===== src/rtl/trena_pkg.sv =====
// trena_pkg: shared definitions for the ultrasonic tape-measure control unit.
//   - estado_t : 4-bit state encoding (values appear on db_estado)
//   - SEL_*    : character index driven on sel_letra
//   - default cycle counts for the timeout and continuous-mode interval
package trena_pkg;

  typedef enum logic [3:0] {
    ST_OCIOSO         = 4'h0,
    ST_DISPARA        = 4'h1,
    ST_AGUARDA_MEDIDA = 4'h2,
    ST_TRANSMITE      = 4'h3,
    ST_AGUARDA_TX     = 4'h4,
    ST_PROXIMO        = 4'h5,
    ST_FINAL          = 4'h6,
    ST_INTERVALO      = 4'h7,
    ST_ERRO           = 4'hE
  } estado_t;

  localparam logic [1:0] SEL_CENTENA    = 2'd0;
  localparam logic [1:0] SEL_DEZENA     = 2'd1;
  localparam logic [1:0] SEL_UNIDADE    = 2'd2;
  localparam logic [1:0] SEL_TERMINADOR = 2'd3;

  localparam int CICLOS_TIMEOUT_PADRAO   = 2_500_000;
  localparam int CICLOS_INTERVALO_PADRAO = 25_000_000;

  // Width needed to count 0..m-1 (at least one bit).
  function automatic int largura_contador(input int m);
    return (m > 1) ? $clog2(m) : 1;
  endfunction

endpackage


===== src/rtl/trena_uc_contador_timeout.sv =====
// contador_timeout: modulo-M up counter.
//   clock, reset : clock and asynchronous active-high reset
//   clr          : synchronous clear, wins over en
//   en           : count one step per cycle
//   tc           : high while the count equals M-1
module contador_timeout
  import trena_pkg::*;
#(
  parameter int M = 100
) (
  input  logic clock,
  input  logic reset,
  input  logic clr,
  input  logic en,
  output logic tc
);

  localparam int W = largura_contador(M);
  localparam logic [W-1:0] ULTIMO = W'(M - 1);

  logic [W-1:0] cnt_q, cnt_d;

  // Next count: clear, wrap at the terminal value, or step.
  always_comb begin
    cnt_d = cnt_q;
    if (clr) begin
      cnt_d = '0;
    end else if (en) begin
      if (cnt_q == ULTIMO) begin
        cnt_d = '0;
      end else begin
        cnt_d = cnt_q + W'(1);
      end
    end else begin
      cnt_d = cnt_q;
    end
  end

  // Count register.
  always_ff @(posedge clock or posedge reset) begin
    if (reset) begin
      cnt_q <= '0;
    end else begin
      cnt_q <= cnt_d;
    end
  end

  assign tc = (cnt_q == ULTIMO);

endmodule


===== src/rtl/trena_uc.sv =====
// trena_uc: control unit that sequences the trena datapath.
//   Requests a measurement (mensurar), waits for pronto_medida with a
//   timeout, then sends hundreds/tens/units/'#' one character at a time
//   (partida_serial + sel_letra, each acknowledged by pronto_serial).
//   Optional continuous mode repeats the measurement after an interval.
// Ports:
//   clock, reset        : 50 MHz clock, asynchronous active-high reset
//   medir               : single-cycle request, honoured only when idle
//   modo_continuo       : level, 1 = repeat automatically
//   pronto_medida       : datapath pulse, distance valid
//   pronto_serial       : datapath pulse, character sent
//   mensurar            : one-cycle pulse starting the sensor measurement
//   partida_serial      : one-cycle pulse starting one character
//   sel_letra           : character index (0 hundreds .. 3 '#')
//   pronto              : one-cycle pulse after '#' is sent
//   timeout             : one-cycle pulse when the measurement times out
//   db_estado           : current state code
module trena_uc
  import trena_pkg::*;
#(
  parameter int CICLOS_TIMEOUT   = CICLOS_TIMEOUT_PADRAO,
  parameter int CICLOS_INTERVALO = CICLOS_INTERVALO_PADRAO
) (
  input  logic       clock,
  input  logic       reset,
  input  logic       medir,
  input  logic       modo_continuo,
  input  logic       pronto_medida,
  input  logic       pronto_serial,
  output logic       mensurar,
  output logic       partida_serial,
  output logic [1:0] sel_letra,
  output logic       pronto,
  output logic       timeout,
  output logic [3:0] db_estado
);

  estado_t    estado_q, estado_d;
  logic [1:0] letra_q, letra_d;

  // Pulse outputs are registered from the next-state decode so that they
  // line up exactly with the cycle spent in the corresponding state.
  logic mensurar_q, mensurar_d;
  logic partida_q, partida_d;
  logic pronto_q, pronto_d;
  logic timeout_q, timeout_d;

  logic to_en, to_tc;
  logic iv_en, iv_tc;

  // Each timer only runs in its own waiting state and is held at 0 otherwise.
  assign to_en = (estado_q == ST_AGUARDA_MEDIDA);
  assign iv_en = (estado_q == ST_INTERVALO);

  contador_timeout #(.M(CICLOS_TIMEOUT)) u_timeout (
    .clock (clock),
    .reset (reset),
    .clr   (~to_en),
    .en    (to_en),
    .tc    (to_tc)
  );

  contador_timeout #(.M(CICLOS_INTERVALO)) u_intervalo (
    .clock (clock),
    .reset (reset),
    .clr   (~iv_en),
    .en    (iv_en),
    .tc    (iv_tc)
  );

  // Next state and character counter.
  always_comb begin
    estado_d = estado_q;
    letra_d  = letra_q;
    case (estado_q)
      ST_OCIOSO: begin
        if (medir || modo_continuo) begin
          estado_d = ST_DISPARA;
          letra_d  = SEL_CENTENA;
        end else begin
          estado_d = ST_OCIOSO;
        end
      end
      ST_DISPARA: begin
        estado_d = ST_AGUARDA_MEDIDA;
      end
      ST_AGUARDA_MEDIDA: begin
        // A distance arriving on the terminal cycle still counts.
        if (pronto_medida) begin
          estado_d = ST_TRANSMITE;
        end else if (to_tc) begin
          estado_d = ST_ERRO;
        end else begin
          estado_d = ST_AGUARDA_MEDIDA;
        end
      end
      ST_TRANSMITE: begin
        estado_d = ST_AGUARDA_TX;
      end
      ST_AGUARDA_TX: begin
        if (pronto_serial) begin
          if (letra_q == SEL_TERMINADOR) begin
            estado_d = ST_FINAL;
          end else begin
            estado_d = ST_PROXIMO;
          end
        end else begin
          estado_d = ST_AGUARDA_TX;
        end
      end
      ST_PROXIMO: begin
        // Only reached with letra_q < 3, so this never wraps.
        letra_d  = letra_q + 2'd1;
        estado_d = ST_TRANSMITE;
      end
      ST_FINAL, ST_ERRO: begin
        if (modo_continuo) begin
          estado_d = ST_INTERVALO;
        end else begin
          estado_d = ST_OCIOSO;
        end
      end
      ST_INTERVALO: begin
        if (!modo_continuo) begin
          estado_d = ST_OCIOSO;
        end else if (iv_tc) begin
          estado_d = ST_DISPARA;
          letra_d  = SEL_CENTENA;
        end else begin
          estado_d = ST_INTERVALO;
        end
      end
      default: begin
        estado_d = ST_OCIOSO;
      end
    endcase
  end

  // Moore output decode of the state about to be entered.
  always_comb begin
    mensurar_d = (estado_d == ST_DISPARA);
    partida_d  = (estado_d == ST_TRANSMITE);
    pronto_d   = (estado_d == ST_FINAL);
    timeout_d  = (estado_d == ST_ERRO);
  end

  // State, character counter and output registers.
  always_ff @(posedge clock or posedge reset) begin
    if (reset) begin
      estado_q   <= ST_OCIOSO;
      letra_q    <= SEL_CENTENA;
      mensurar_q <= 1'b0;
      partida_q  <= 1'b0;
      pronto_q   <= 1'b0;
      timeout_q  <= 1'b0;
    end else begin
      estado_q   <= estado_d;
      letra_q    <= letra_d;
      mensurar_q <= mensurar_d;
      partida_q  <= partida_d;
      pronto_q   <= pronto_d;
      timeout_q  <= timeout_d;
    end
  end

  assign mensurar       = mensurar_q;
  assign partida_serial = partida_q;
  assign pronto         = pronto_q;
  assign timeout        = timeout_q;
  assign sel_letra      = letra_q;
  assign db_estado      = estado_q;

endmodule


===== config.mk =====
export PLATFORM = sky130hd
export DESIGN_NAME = trena_uc
export DESIGN_NICKNAME = d
export VERILOG_FILES = /design/src/rtl/trena_pkg.sv /design/src/rtl/trena_uc_contador_timeout.sv /design/src/rtl/trena_uc.sv
export SDC_FILE = /design/constraint.sdc
export NUM_CORES = 1
export LEC_CHECK = 0
export BUFFER_PORTS_ARGS = -buffer_cell sky130_fd_sc_hd__clkbuf_2
export CORE_AREA = 2 2 88 90
export CTS_BUF_LIST = sky130_fd_sc_hd__clkbuf_8
export CTS_CLUSTER_SIZE = 10
export DETAILED_ROUTE_END_ITERATION = 10
export DIE_AREA = 0 0 90 92
export GPL_ROUTABILITY_DRIVEN = 0
export GPL_TIMING_DRIVEN = 0
export SYNTH_ARGS = -nofsm -noshare
export SYNTH_HDL_FRONTEND = slang
export SYNTH_SLANG_ARGS = --single-unit

===== constraint.sdc =====
create_clock -name clock -period 3 [get_ports clock]
set_input_delay 0.15 -clock clock [delete_from_list [all_inputs] [get_ports clock]]
set_output_delay 0.15 -clock clock [all_outputs]
set_load 0.02 [all_outputs]

==> results.txt, run 1 <==
Worst-Skew Late Latency: 320 ps
Most common cell in the netlist: dfrtp_1
Area Growth Syn to Fin: 14.4%
Predominant post-synthesis flop cell: dfrtp_1
# hold bufs at CTS: 1
Core ar.: 0.00745 mm2
Post-placement setup slack: 998 ps
Area after DPL: 0.00309 mm2
Wire per inst: 12.5 um
DIE HEIGHT: 92 um
WL final: 5350 um
Sink Count: 57
Pin count of the biggest net entering global routing: 43
Worst EP arrival: 2190 ps
Highest Signal Layer: met4
Design Area, Final: 0.00328 mm2
Core Util, Final: 44.1%
Async SR Flop Fraction: 100%
Mapped Area: 0.00287 mm2
Synth area leaders: dfrtp_1 50%, xor2_1 8.5%, nor2_1 7.2%, xnor2_1 4.0%, nand3_1 3.3%
Pint: 1.32 mW
Max-slew violations: 0
NetSw: 596 uW
Achievable Freq: 502 MHz
Peak VDD IR: 0.210 mV
Synth area leader: dfrtp_1
First-pass GRT wire length: 9400 um
Metal2 WL: 2450 um
Final worst path period share: 66.3%
Tmin final: 1990 ps
Total CTS buffers: 9
Vias: 2080
Antenna cells: 0
Crit path required time: 3200 ps
Most numerous cell on the critical path: buf_2
Setup TNS: 0 ps
Final setup margin: 1010 ps
Syn_area_per_cell: 9.83 um2
Synth Register Bits: 57
Ys Warns: 0
Initial antenna violation count: 0
Post CTS Setup Buffer Count: 0
Worst-Margin Slew: 659 ps
RSZ-0062 raised after global routing: false
Final ANT Viol Nets: 0
Met3 WL: 149 um
HP Class: in -> reg
Mapped Nets: 301
Clock skew: 8.04 ps
Layout cell share with drive strength beyond 1: 16.4%
Max Root-Sink Buffers: 2
PostCTS Resize Cnt: 0
Clock share of power: 33.7%
Final hold violations: 0
Final #Nets: 329
Switching part of the total power: 31.1%
Gate power share: 21.2%
Critical Path Start Type: flip-flop
DP Wirelength: 3750 um
Root Driver: clkbuf_8
GRT Util Overall: 14.0%
Critical-path cell list: ha_1 -> and4_2 -> buf_2 -> nand3_1 -> o21ai_2 -> buf_2 -> nor2_1
Post-Synthesis Cells: 292
Drt pass-1 iters: 4
Synth cell types: 42
DRC Markers: 0
TritonCTS clock tree: yes
I/O pins: 16
Sequential cell area fraction in the yosys report: 49.7%
Initial DRC Count: 102
CP peak stage delay: 390 ps
Wire length on met1: 2700 um
Congestion Overflow GR: 0
Max_slew headroom: 55.7%
Initial core utilization: 38.5%
Crit path kind: reg -> reg
Chip width: 90 um
Die Footprint: 0.00828 mm2
Seq pwr share: 45.1%
Vias in the first global route: 1979
Reg clk slew, reported paths: 60 ps
Crit Path Max Fanout: 10
CP max-delay cell: dfrtp_1
Commonest cells in the netlist: 57 x dfrtp_1, 55 x nor2_1, 28 x xor2_1
Rows: 32
# setup viols final: 0
Yosys top cell area share: 49.7%
Status: finished clean
Max Cap Viol: 0
I/O Buffers: 15
Vias per inst: 4.88
Post-synth EDFFs: 0
Leakage: 1.42 nW
Worst setup EP type: flip-flop
H-tree depth: 3
Pwr dens: 583 mW/mm2
-- critical path, delay by kind of cell, from the launching register on --
family / cells / cell delay (ps)
buffers and inverters: 2 / 460
AOI/OAI and AO/OA: 1 / 360
DFF: 1 / 390
and+or+nand+nor: 3 / 410
adders and majority gates: 1 / 250
-- per-layer routing --
| layer | vias to the layer above | global-route usage [%] |
|---|---|---|
| li1 | 1057 | - |
| met1 | 989 | 19.6 |
| met2 | 30 | 20.9 |
| met3 | 4 | 2.79 |
| met4 | 0 | 6.54 |
| met5 | - | 0 |
-- path summary, 6_finish.rpt --
path | from | end | slack, ps | depth (start not counted)
max | u_intervalo.cnt_q[0] | u_intervalo.cnt_q[20] | 1010 | 7
min | pronto_serial | pronto | 110 | 3
max reg2reg | u_intervalo.cnt_q[0] | u_intervalo.cnt_q[20] | 1010 | 7
min reg2reg | u_intervalo.cnt_q[0] | u_intervalo.cnt_q[0] | 490 | 1
max in group asynchronous | reset | mensurar | 2130 | 4
min in group asynchronous | reset | u_intervalo.cnt_q[20] | 340 | 3
-- cells in the final DEF, fill, tap and decap left out, types with 2 or more instances in the layout --
master    netlist  routed
xnor2_1        13      13
nor4bb_1        2       2
nand2_1        21      21
and4_1          6       6
dfrtp_1        57      57
nand4_1        14      14
a21oi_1         3       3
nor4b_1         2       2
nor4_4          3       3
clkbuf_1        2       2
nand3_1        19      19
inv_1          13      12
xor2_1         28      28
ha_1            3       3
and3_1          7       7
o21ai_0         5       5
buf_2           8       8
nor2_1         55      55
clkinv_2        0       3
or3_1           2       2
nor2b_1         2       2
clkbuf_8        0      12
clkbuf_2        1      16
nor3_1          2       2
nor4_1          5       5
-- state kept, by name (all words and copies together), names as in the netlist --
register           cells
sel_letra              2
db_estado              4
u_timeout.cnt_q       22
partida_serial         1
mensurar               1
timeout                1
pronto                 1
u_intervalo.cnt_q     25
-- logic make-up (layout without fill, tap and decap cells) --
group           after synthesis  count (layout)  share of synthesized area, %
buf+inv                      25              57                          3.79
xor+xnor                     41              41                          12.5
fa+ha+maj                     3               3                          1.31
flops                        57              57                          49.7
compound gates               18              18                          4.36
simple gates                148             148                          28.3
-- final cells by class --
type / count / area (um2)
Clock buffer: 12 / 165
Clock inverter: 3 / 15.0
Multi-Input combinational cell: 210 / 1330
Sequential cell: 57 / 1430
Timing Repair Buffer: 17 / 105
Fill cell: 727 / 4170
Tap cell: 102 / 128
Inverter: 13 / 48.8
Buffer: 12 / 60.1
-- per-stage QoR --
step,power (mW),hold WS (ps),std cells
6_report,1.91,114,426
2_1_floorplan,1.17,317,292
3_3_place_gp,1.28,442,409
5_1_grt,2.04,123,426
4_1_cts,1.95,95.1,426
3_5_place_dp,1.29,142,410
-- power by group through the flow --
stage	clock network, mW	logic [mW]	registers, mW
2_1_floorplan	0	0.254	0.916
3_3_place_gp	0	0.404	0.879
3_5_place_dp	0	0.408	0.877
4_1_cts	0.674	0.410	0.864
5_1_grt	0.709	0.459	0.874
6_report	0.645	0.405	0.864
No activity file was read; power rests on OpenSTA's default activity.
==> run 2: changes to the inputs <==
==> constraint.sdc (replaced) <==
create_clock -name clock -period 1.7 [get_ports clock]
set_input_delay 0.085 -clock clock [delete_from_list [all_inputs] [get_ports clock]]
set_output_delay 0.085 -clock clock [all_outputs]
set_load 0.02 [all_outputs]
==> run 2 against run 1 <==
  * Combinational power is 140% higher
  * Setup slack lost 1000 ps
  * Critical path depth fell by 2
  * Design area is 14% higher
  * Clock power is 120% higher
  * Hold slack worse by 85 ps
  * Fmax rose by 17%
==> results.txt, run 2 (synthesis results as in run 1) <==
Setup TNS: 0 ps (unchanged)
Crit Path Max Fanout: 5 (-5)
Status: finished clean
Worst-Skew Late Latency: 340 ps (+20 ps)
Final #Nets: 354 (+7.6%)
Peak VDD IR: 0.382 mV (+82%)
Tmin final: 1700 ps (-294 ps)
Pin count of the biggest net entering global routing: 34 (-21%)
I/O pins: 16 (unchanged)
Vias per inst: 5.00 (+2.5%)
Initial DRC Count: 114 (+12%)
TritonCTS clock tree: yes
Final hold violations: 0 (unchanged)
HP Class: in -> reg
Clock skew: 9.51 ps (+1.47 ps)
Final worst path period share: 99.8% (+33 points)
Vias: 2262 (+8.8%)
Largest register by flop count: u_intervalo.cnt_q
I/O Buffers: 15 (unchanged)
Layout cell share with drive strength beyond 1: 29.7% (+13 points)
Max-slew violations: 0 (unchanged)
Rows: 32 (unchanged)
Design Power: 3.96 mW (+110%)
Reg clk slew, reported paths: 70 ps (about the same)
Design Area, Final: 0.00374 mm2 (+14%)
Seq pwr share: 38.6% (-6.5 points)
NetSw: 1.18 mW (+98%)
RSZ-0062 raised after global routing: true
Clock share of power: 36.5% (+2.8 points)
Die Footprint: 0.00828 mm2 (unchanged)
Pint: 2.78 mW (+110%)
Area after DPL: 0.00310 mm2 (+0.20%)
Drt pass-1 iters: 4 (unchanged)
Sink Count: 57 (unchanged)
# setup viols final: 0 (unchanged)
Worst EP arrival: 1920 ps (-270 ps)
First-pass GRT wire length: 10100 um (+7.9%)
GRT Util Overall: 15.3% (+1.3 points)
Area Growth Syn to Fin: 30.3%
Worst setup EP type: flip-flop
Wire per inst: 13.3 um (+6.2%)
Core ar.: 0.00745 mm2 (unchanged)
Chip width: 90 um (unchanged)
DP Wirelength: 3840 um (+2.5%)
CP max-delay cell: or4_4
DIE HEIGHT: 92 um (unchanged)
Initial antenna violation count: 0 (unchanged)
FILL cells: 691 (-5.0%)
Wire length on met1: 2850 um (+5.6%)
Initial core utilization: 38.5% (unchanged)
Metal2 WL: 2910 um (+19%)
Switching part of the total power: 29.8% (-1.3 points)
Highest Signal Layer: met4
Critical-path cell list: nor4b_2 -> nand4_1 -> or4_4 -> o211ai_2 -> nor3b_2
Crit path kind: reg -> reg
Gate power share: 24.9% (+3.7 points)
Worst-Margin Slew: 556 ps (-102 ps)
Met3 WL: 169 um (+13%)
H-tree depth: 3 (unchanged)
Root Driver: clkbuf_8
Pwr dens: 1060 mW/mm2 (+82%)
Vias in the first global route: 2244 (+13%)
CP peak stage delay: 480 ps (+90 ps)
WL final: 6030 um (+13%)
Antenna cells: 0 (unchanged)
Max Root-Sink Buffers: 2 (unchanged)
Leakage: 1.63 nW (+15%)
Cell family with most CP delay: simple AND/OR/NAND/NOR gates
Final ANT Viol Nets: 0 (unchanged)
Max reg flops: 25 (unchanged)
Max Cap Viol: 0 (unchanged)
Crit path required time: 1930 ps (-1270 ps)
Core Util, Final: 50.2% (+6.1 points)
Achievable Freq: 590 MHz (+17%)
CP bufs+invs: 0 (-2)
Congestion Overflow GR: 0 (unchanged)
Most frequent cells in the layout: 55 x nor2_1, 50 x dfrtp_1, 28 x xor2_1, 25 x buf_4, 20 x nand2_1
Commonest non-fill, non-tap cell in the layout: nor2_1
Critical Path Start Type: flip-flop
Total CTS buffers: 9 (unchanged)
DRC Markers: 0 (unchanged)
Max_slew headroom: 62.9% (+7.2 points)
run 2: cell types whose count changed in the layout (fill, tap and decap cells not counted), sizes merged:
cell / previous run / this run
clkbuf: 30 / 27
bufinv: 0 / 2
clkinv: 3 / 2
clkinvlp: 0 / 1
buf: 10 / 37
run 2: per-layer routing:
metal	global-route usage (%)	vias to the layer above
li1	-	1106
met1	19.4	1105
met2	24.0	40
met3	4.03	11
met4	8.08	0
met5	0	-
run 2: path summary, 6_finish.rpt:
path / from / endpoint / slack (ps) / cells past startpoint
min reg2reg: u_intervalo.cnt_q[22] / u_intervalo.cnt_q[22] / 540 / 2
max in group asynchronous: reset / u_timeout.cnt_q[16] / 790 / 4
max: u_timeout.cnt_q[6] / mensurar / 4 / 5
max reg2reg: u_timeout.cnt_q[6] / mensurar / 4 / 5
min in group asynchronous: reset / u_timeout.cnt_q[8] / 330 / 3
min: pronto_serial / pronto / 30 / 3
run 2: timing repair:
item / 4_1_cts / 5_1_grt
setup buffers: 10 / 18
hold buffers: 1 / 0
pin swaps: 9 / 16
endpoints found under the hold margin: 24 / 0
resized for setup: 26 / 28
endpoints found under the setup margin: 47 / 50
gates cloned: 0 / 0
run 2: area by class of cell:
cell class              count  area, um2  area share (%)
flip-flops and latches     57       1440            38.4
repair buffers             45        335            8.97
clock inverters             5       77.6            2.08
well taps                 102        128            3.41
plain buffers               9       96.3            2.58
clock buffers              11        151            4.05
inverters                  13       48.8            1.31
multi-input cells         210       1470            39.2
run 2: worst reg2reg max path: stages, from the launching register on:
cell	delay [ps]
dfrtp_2	450
nor4b_2	290
nand4_1	210
or4_4	480
o211ai_2	110
nor3b_2	60
run 2: stage by stage:
step	hold slack [ps]	std cells	worst slack [ps]
final	29.6	452	3.83
after global routing	31.1	452	-65.7
after CTS	10.9	435	-0.547
after detailed placement	161	410	-290
after global placement	383	409	-522
after floorplan	252	292	46.5
run 2: power groups by stage:
stage	sequential, mW	combinational (mW)	clock, mW
global route	1.54	1.10	1.55
global placement	1.55	0.718	0
CTS	1.55	0.847	1.49
floorplan	1.62	0.452	0
finish	1.53	0.988	1.45
detailed placement	1.56	0.721	0
==> run 3: changes to the inputs <==
--- a/config.mk
+++ b/config.mk
@@ -6,13 +6,14 @@
 export NUM_CORES = 1
 export LEC_CHECK = 0
 export BUFFER_PORTS_ARGS = -buffer_cell sky130_fd_sc_hd__clkbuf_2
-export CORE_AREA = 2 2 88 90
+export CORE_AREA = 2 2 97 99
 export CTS_BUF_LIST = sky130_fd_sc_hd__clkbuf_8
 export CTS_CLUSTER_SIZE = 10
 export DETAILED_ROUTE_END_ITERATION = 10
-export DIE_AREA = 0 0 90 92
+export DIE_AREA = 0 0 99 101
 export GPL_ROUTABILITY_DRIVEN = 0
 export GPL_TIMING_DRIVEN = 0
 export SYNTH_ARGS = -nofsm -noshare
 export SYNTH_HDL_FRONTEND = slang
+export SYNTH_HIERARCHICAL = 1
 export SYNTH_SLANG_ARGS = --single-unit
==> run 3 against run 2 <==
  * The run now ends with setup timing left
  * Die area is 21% higher
  * Via count is 44% higher
  * Cell count is 27% higher
  * Register-to-register slack worse by 410 ps
  * Largest power group is now combinational logic
==> results.txt, run 3 <==
Reg-to-reg startpoint: u_intervalo/cnt_q[7]
NetSw: 1.64 mW (+39%)
Worst-Skew Late Latency: 330 ps (about the same)
Chip width: 99 um (+10%)
Violated checks: setup timing
Crit Path Max Fanout: 3 (-2)
Tmin final: 2100 ps (+407 ps)
Max Cap Viol: 0 (unchanged)
Mapped Area: 0.00347 mm2 (+21%)
RSZ-0062 raised after global routing: true
Worst hold start: modo_continuo
Largest register by flop count: u_intervalo/cnt_q
I/O Buffers: 15 (unchanged)
Peak VDD IR: 0.427 mV (+12%)
Max_slew headroom: 33.4% (-29 points)
HP Class: in -> reg
First-pass GRT wire length: 15300 um (+51%)
Clock skew: 12.2 ps (+2.72 ps)
Final std cells w/o fill: 573 (+27%)
Pint: 3.04 mW (+9.4%)
Final #Nets: 467 (+32%)
Gate power share: 40.6% (+16 points)
Sequential cell area: 0.00145 mm2 (+0.70%)
Ys Warns: 6 (+6)
Pwr dens: 985 mW/mm2 (-7.1%)
Multiplexer share of the synthesized area: 1.01% (+1.0 points)
Final hold violations: 0 (unchanged)
Final worst path period share: 124% (+24 points)
Max Root-Sink Buffers: 2 (unchanged)
Synth Area in XOR/XNOR: 6.56% (-6.0 points)
Initial core utilization: 38.7% (+0.17 points)
Max reg flops: 25 (unchanged)
DIE HEIGHT: 101 um (+9.8%)
Vias: 3255 (+44%)
Layout cell share with drive strength beyond 1: 40.5% (+11 points)
Most frequent cells in the layout: 56 x buf_4, 43 x nor2_1, 42 x dfrtp_1, 21 x nand4_1, 19 x nand2_1
Critical Path Start Type: flip-flop
Switching part of the total power: 35.1% (+5.3 points)
Mapped Nets: 377 (+25%)
Clock share of power: 26.7% (-9.8 points)
Core ar.: 0.00898 mm2 (+21%)
H-tree depth: 3 (unchanged)
Largest family of logic cells by synthesized area: simple AND/OR/NAND/NOR gates
Synth Area in Compound Gates: 10.6% (+6.2 points)
Drt pass-1 iters: 5 (+1)
Fraction of the mapped netlist area in adder cells: 1.44% (+0.13 points)
Yosys top cell area share: 41.1% (-8.7 points)
WL final: 9480 um (+57%)
First element of the critical path: u_intervalo/cnt_q[7]
Pin count of the biggest net entering global routing: 26 (-24%)
Root Driver: clkbuf_8
Commonest cells in the netlist: 57 x dfrtp_1, 44 x nor2_1, 24 x nand2_1
Worst EP arrival: 2360 ps (+440 ps)
# setup viols final: 35 (+35)
Vias per inst: 5.68 (+14%)
Crit path required time: 1950 ps (+20 ps)
Area taken by multi-input logic gates: 0.00209 mm2 (+42%)
Achievable Freq: 475 MHz (-19%)
Setup TNS: -7560 ps (-7560 ps)
Initial antenna violation count: 0 (unchanged)
Post-placement setup slack: -588 ps (-298 ps)
Post-Synthesis Cells: 367 (+26%)
Predominant post-synthesis flop cell: dfrtp_1
Worst-Margin Slew: 998 ps (+442 ps)
Synth cell types: 75 (+79%)
Synth Register Bits: 57 (unchanged)
Max-slew violations: 0 (unchanged)
DRC Markers: 0 (unchanged)
Commonest non-fill, non-tap cell in the layout: buf_4
Synth area leader: dfrtp_1
Dpl cells: 493 (+20%)
Antenna cells: 0 (unchanged)
Final ANT Viol Nets: 0 (unchanged)
GRT Util Overall: 19.1% (+3.8 points)
TritonCTS clock tree: yes
FILL cells: 781 (+13%)
Async SR Flop Fraction: 100% (unchanged)
Die Footprint: 0.0100 mm2 (+21%)
Seq pwr share: 32.7% (-5.9 points)
DP Wirelength: 5680 um (+48%)
Leakage: 2.05 nW (+26%)
Congestion Overflow GR: 0 (unchanged)
Crit path kind: reg -> reg
Final setup margin: -403 ps (-407 ps)
I/O pins: 16 (unchanged)
Most common cell in the netlist: dfrtp_1
Reg clk slew, reported paths: 70 ps (about the same)
Rows: 35 (+9.4%)
Status: finished, violations left
Initial DRC Count: 163 (+43%)
Post-synth EDFFs: 0 (unchanged)
Area Growth Syn to Fin: 37.0%
Sink Count: 57 (unchanged)
Total CTS buffers: 9 (unchanged)
Sequential cell area fraction in the yosys report: 41.1% (-8.7 points)
Worst setup EP type: flip-flop
Wire per inst: 16.5 um (+24%)
Vias in the first global route: 3142 (+40%)
Simple logic cell fraction of the synthesized area: 34.0% (+5.7 points)
Syn_area_per_cell: 9.46 um2 (-3.7%)
Synth area leaders: dfrtp_1 41%, nor2_1 4.8%, nand4_1 3.8%, xor2_1 3.5%, xnor2_1 3.0%
-- run 3: cell type report --
| cell class | instances | area share [%] |
|---|---|---|
| multi-input combinational | 281 | 43.9 |
| sequential | 57 | 30.4 |
| timing repair buffer | 82 | 13.7 |
| buffer | 14 | 3.94 |
| tap | 111 | 2.92 |
| clock buffer | 9 | 2.60 |
| clock inverter | 7 | 1.50 |
| inverter | 12 | 1.13 |
-- run 3: routing by layer --
| metal | track usage (%) | vias up | routed length (um) |
|---|---|---|---|
| met5 | 0 | - | 0 |
| met3 | 4.16 | 33 | 466 |
| met4 | 8.54 | 0 | 300 |
| li1 | - | 1524 | - |
| met2 | 31.7 | 113 | 4670 |
| met1 | 23.8 | 1585 | 4040 |
-- run 3: timing repair --
| action | CTS | global route |
|---|---|---|
| pin swaps | 23 | 27 |
| endpoints found under the setup margin | 52 | 55 |
| setup buffers | 48 | 18 |
| gates cloned | 0 | 1 |
| hold buffers | 2 | 0 |
| endpoints found under the hold margin | 32 | 0 |
| gates resized for setup | 29 | 34 |
-- run 3: final timing paths --
check	endpoint	slack, ps	cells past startpoint
worst max-delay path	mensurar	-400	8
worst min-delay path	db_estado[1]	120	3
worst max register to register	mensurar	-400	8
worst min register to register	u_timeout/cnt_q[17]	530	1
max in group asynchronous	u_intervalo/cnt_q[9]	470	3
min in group asynchronous	sel_letra[0]	280	3
-- run 3: kinds of logic after synthesis --
logic type,Yosys count
flops,57
fa+ha+maj,4
simple gates,200
compound gates,48
mux,3
buf+inv,29
xor+xnor,26
-- run 3: metrics by stage --
step	hold slack [ps]	power [mW]	util, %	instance area (um2)
after floorplan	-75.0	2.60	-	3600
after global placement	101	2.93	42.5	3810
after detailed placement	103	2.94	42.5	3810
after CTS	87.3	4.64	50.3	4510
after global routing	123	4.92	53.0	4760
final	119	4.69	53.0	4760
-- run 3: worst max-delay path, cell delays in order (launching register included) --
cell	delay [ps]
dfrtp_1	390
or4_4	550
nor4_4	210
nand2_2	130
inv_4	90
and3b_1	180
o21ai_1	150
o211ai_2	130
nor3_1	190
-- run 3: power groups by stage --
stage                     Combinational (mW)  Sequential, mW  Clock (mW)
after floorplan                        0.977            1.62           0
after global placement                  1.39            1.54           0
after detailed placement                1.40            1.54           0
after CTS                               1.83            1.52        1.29
after global routing                    2.03            1.54        1.35
final                                   1.90            1.53        1.25
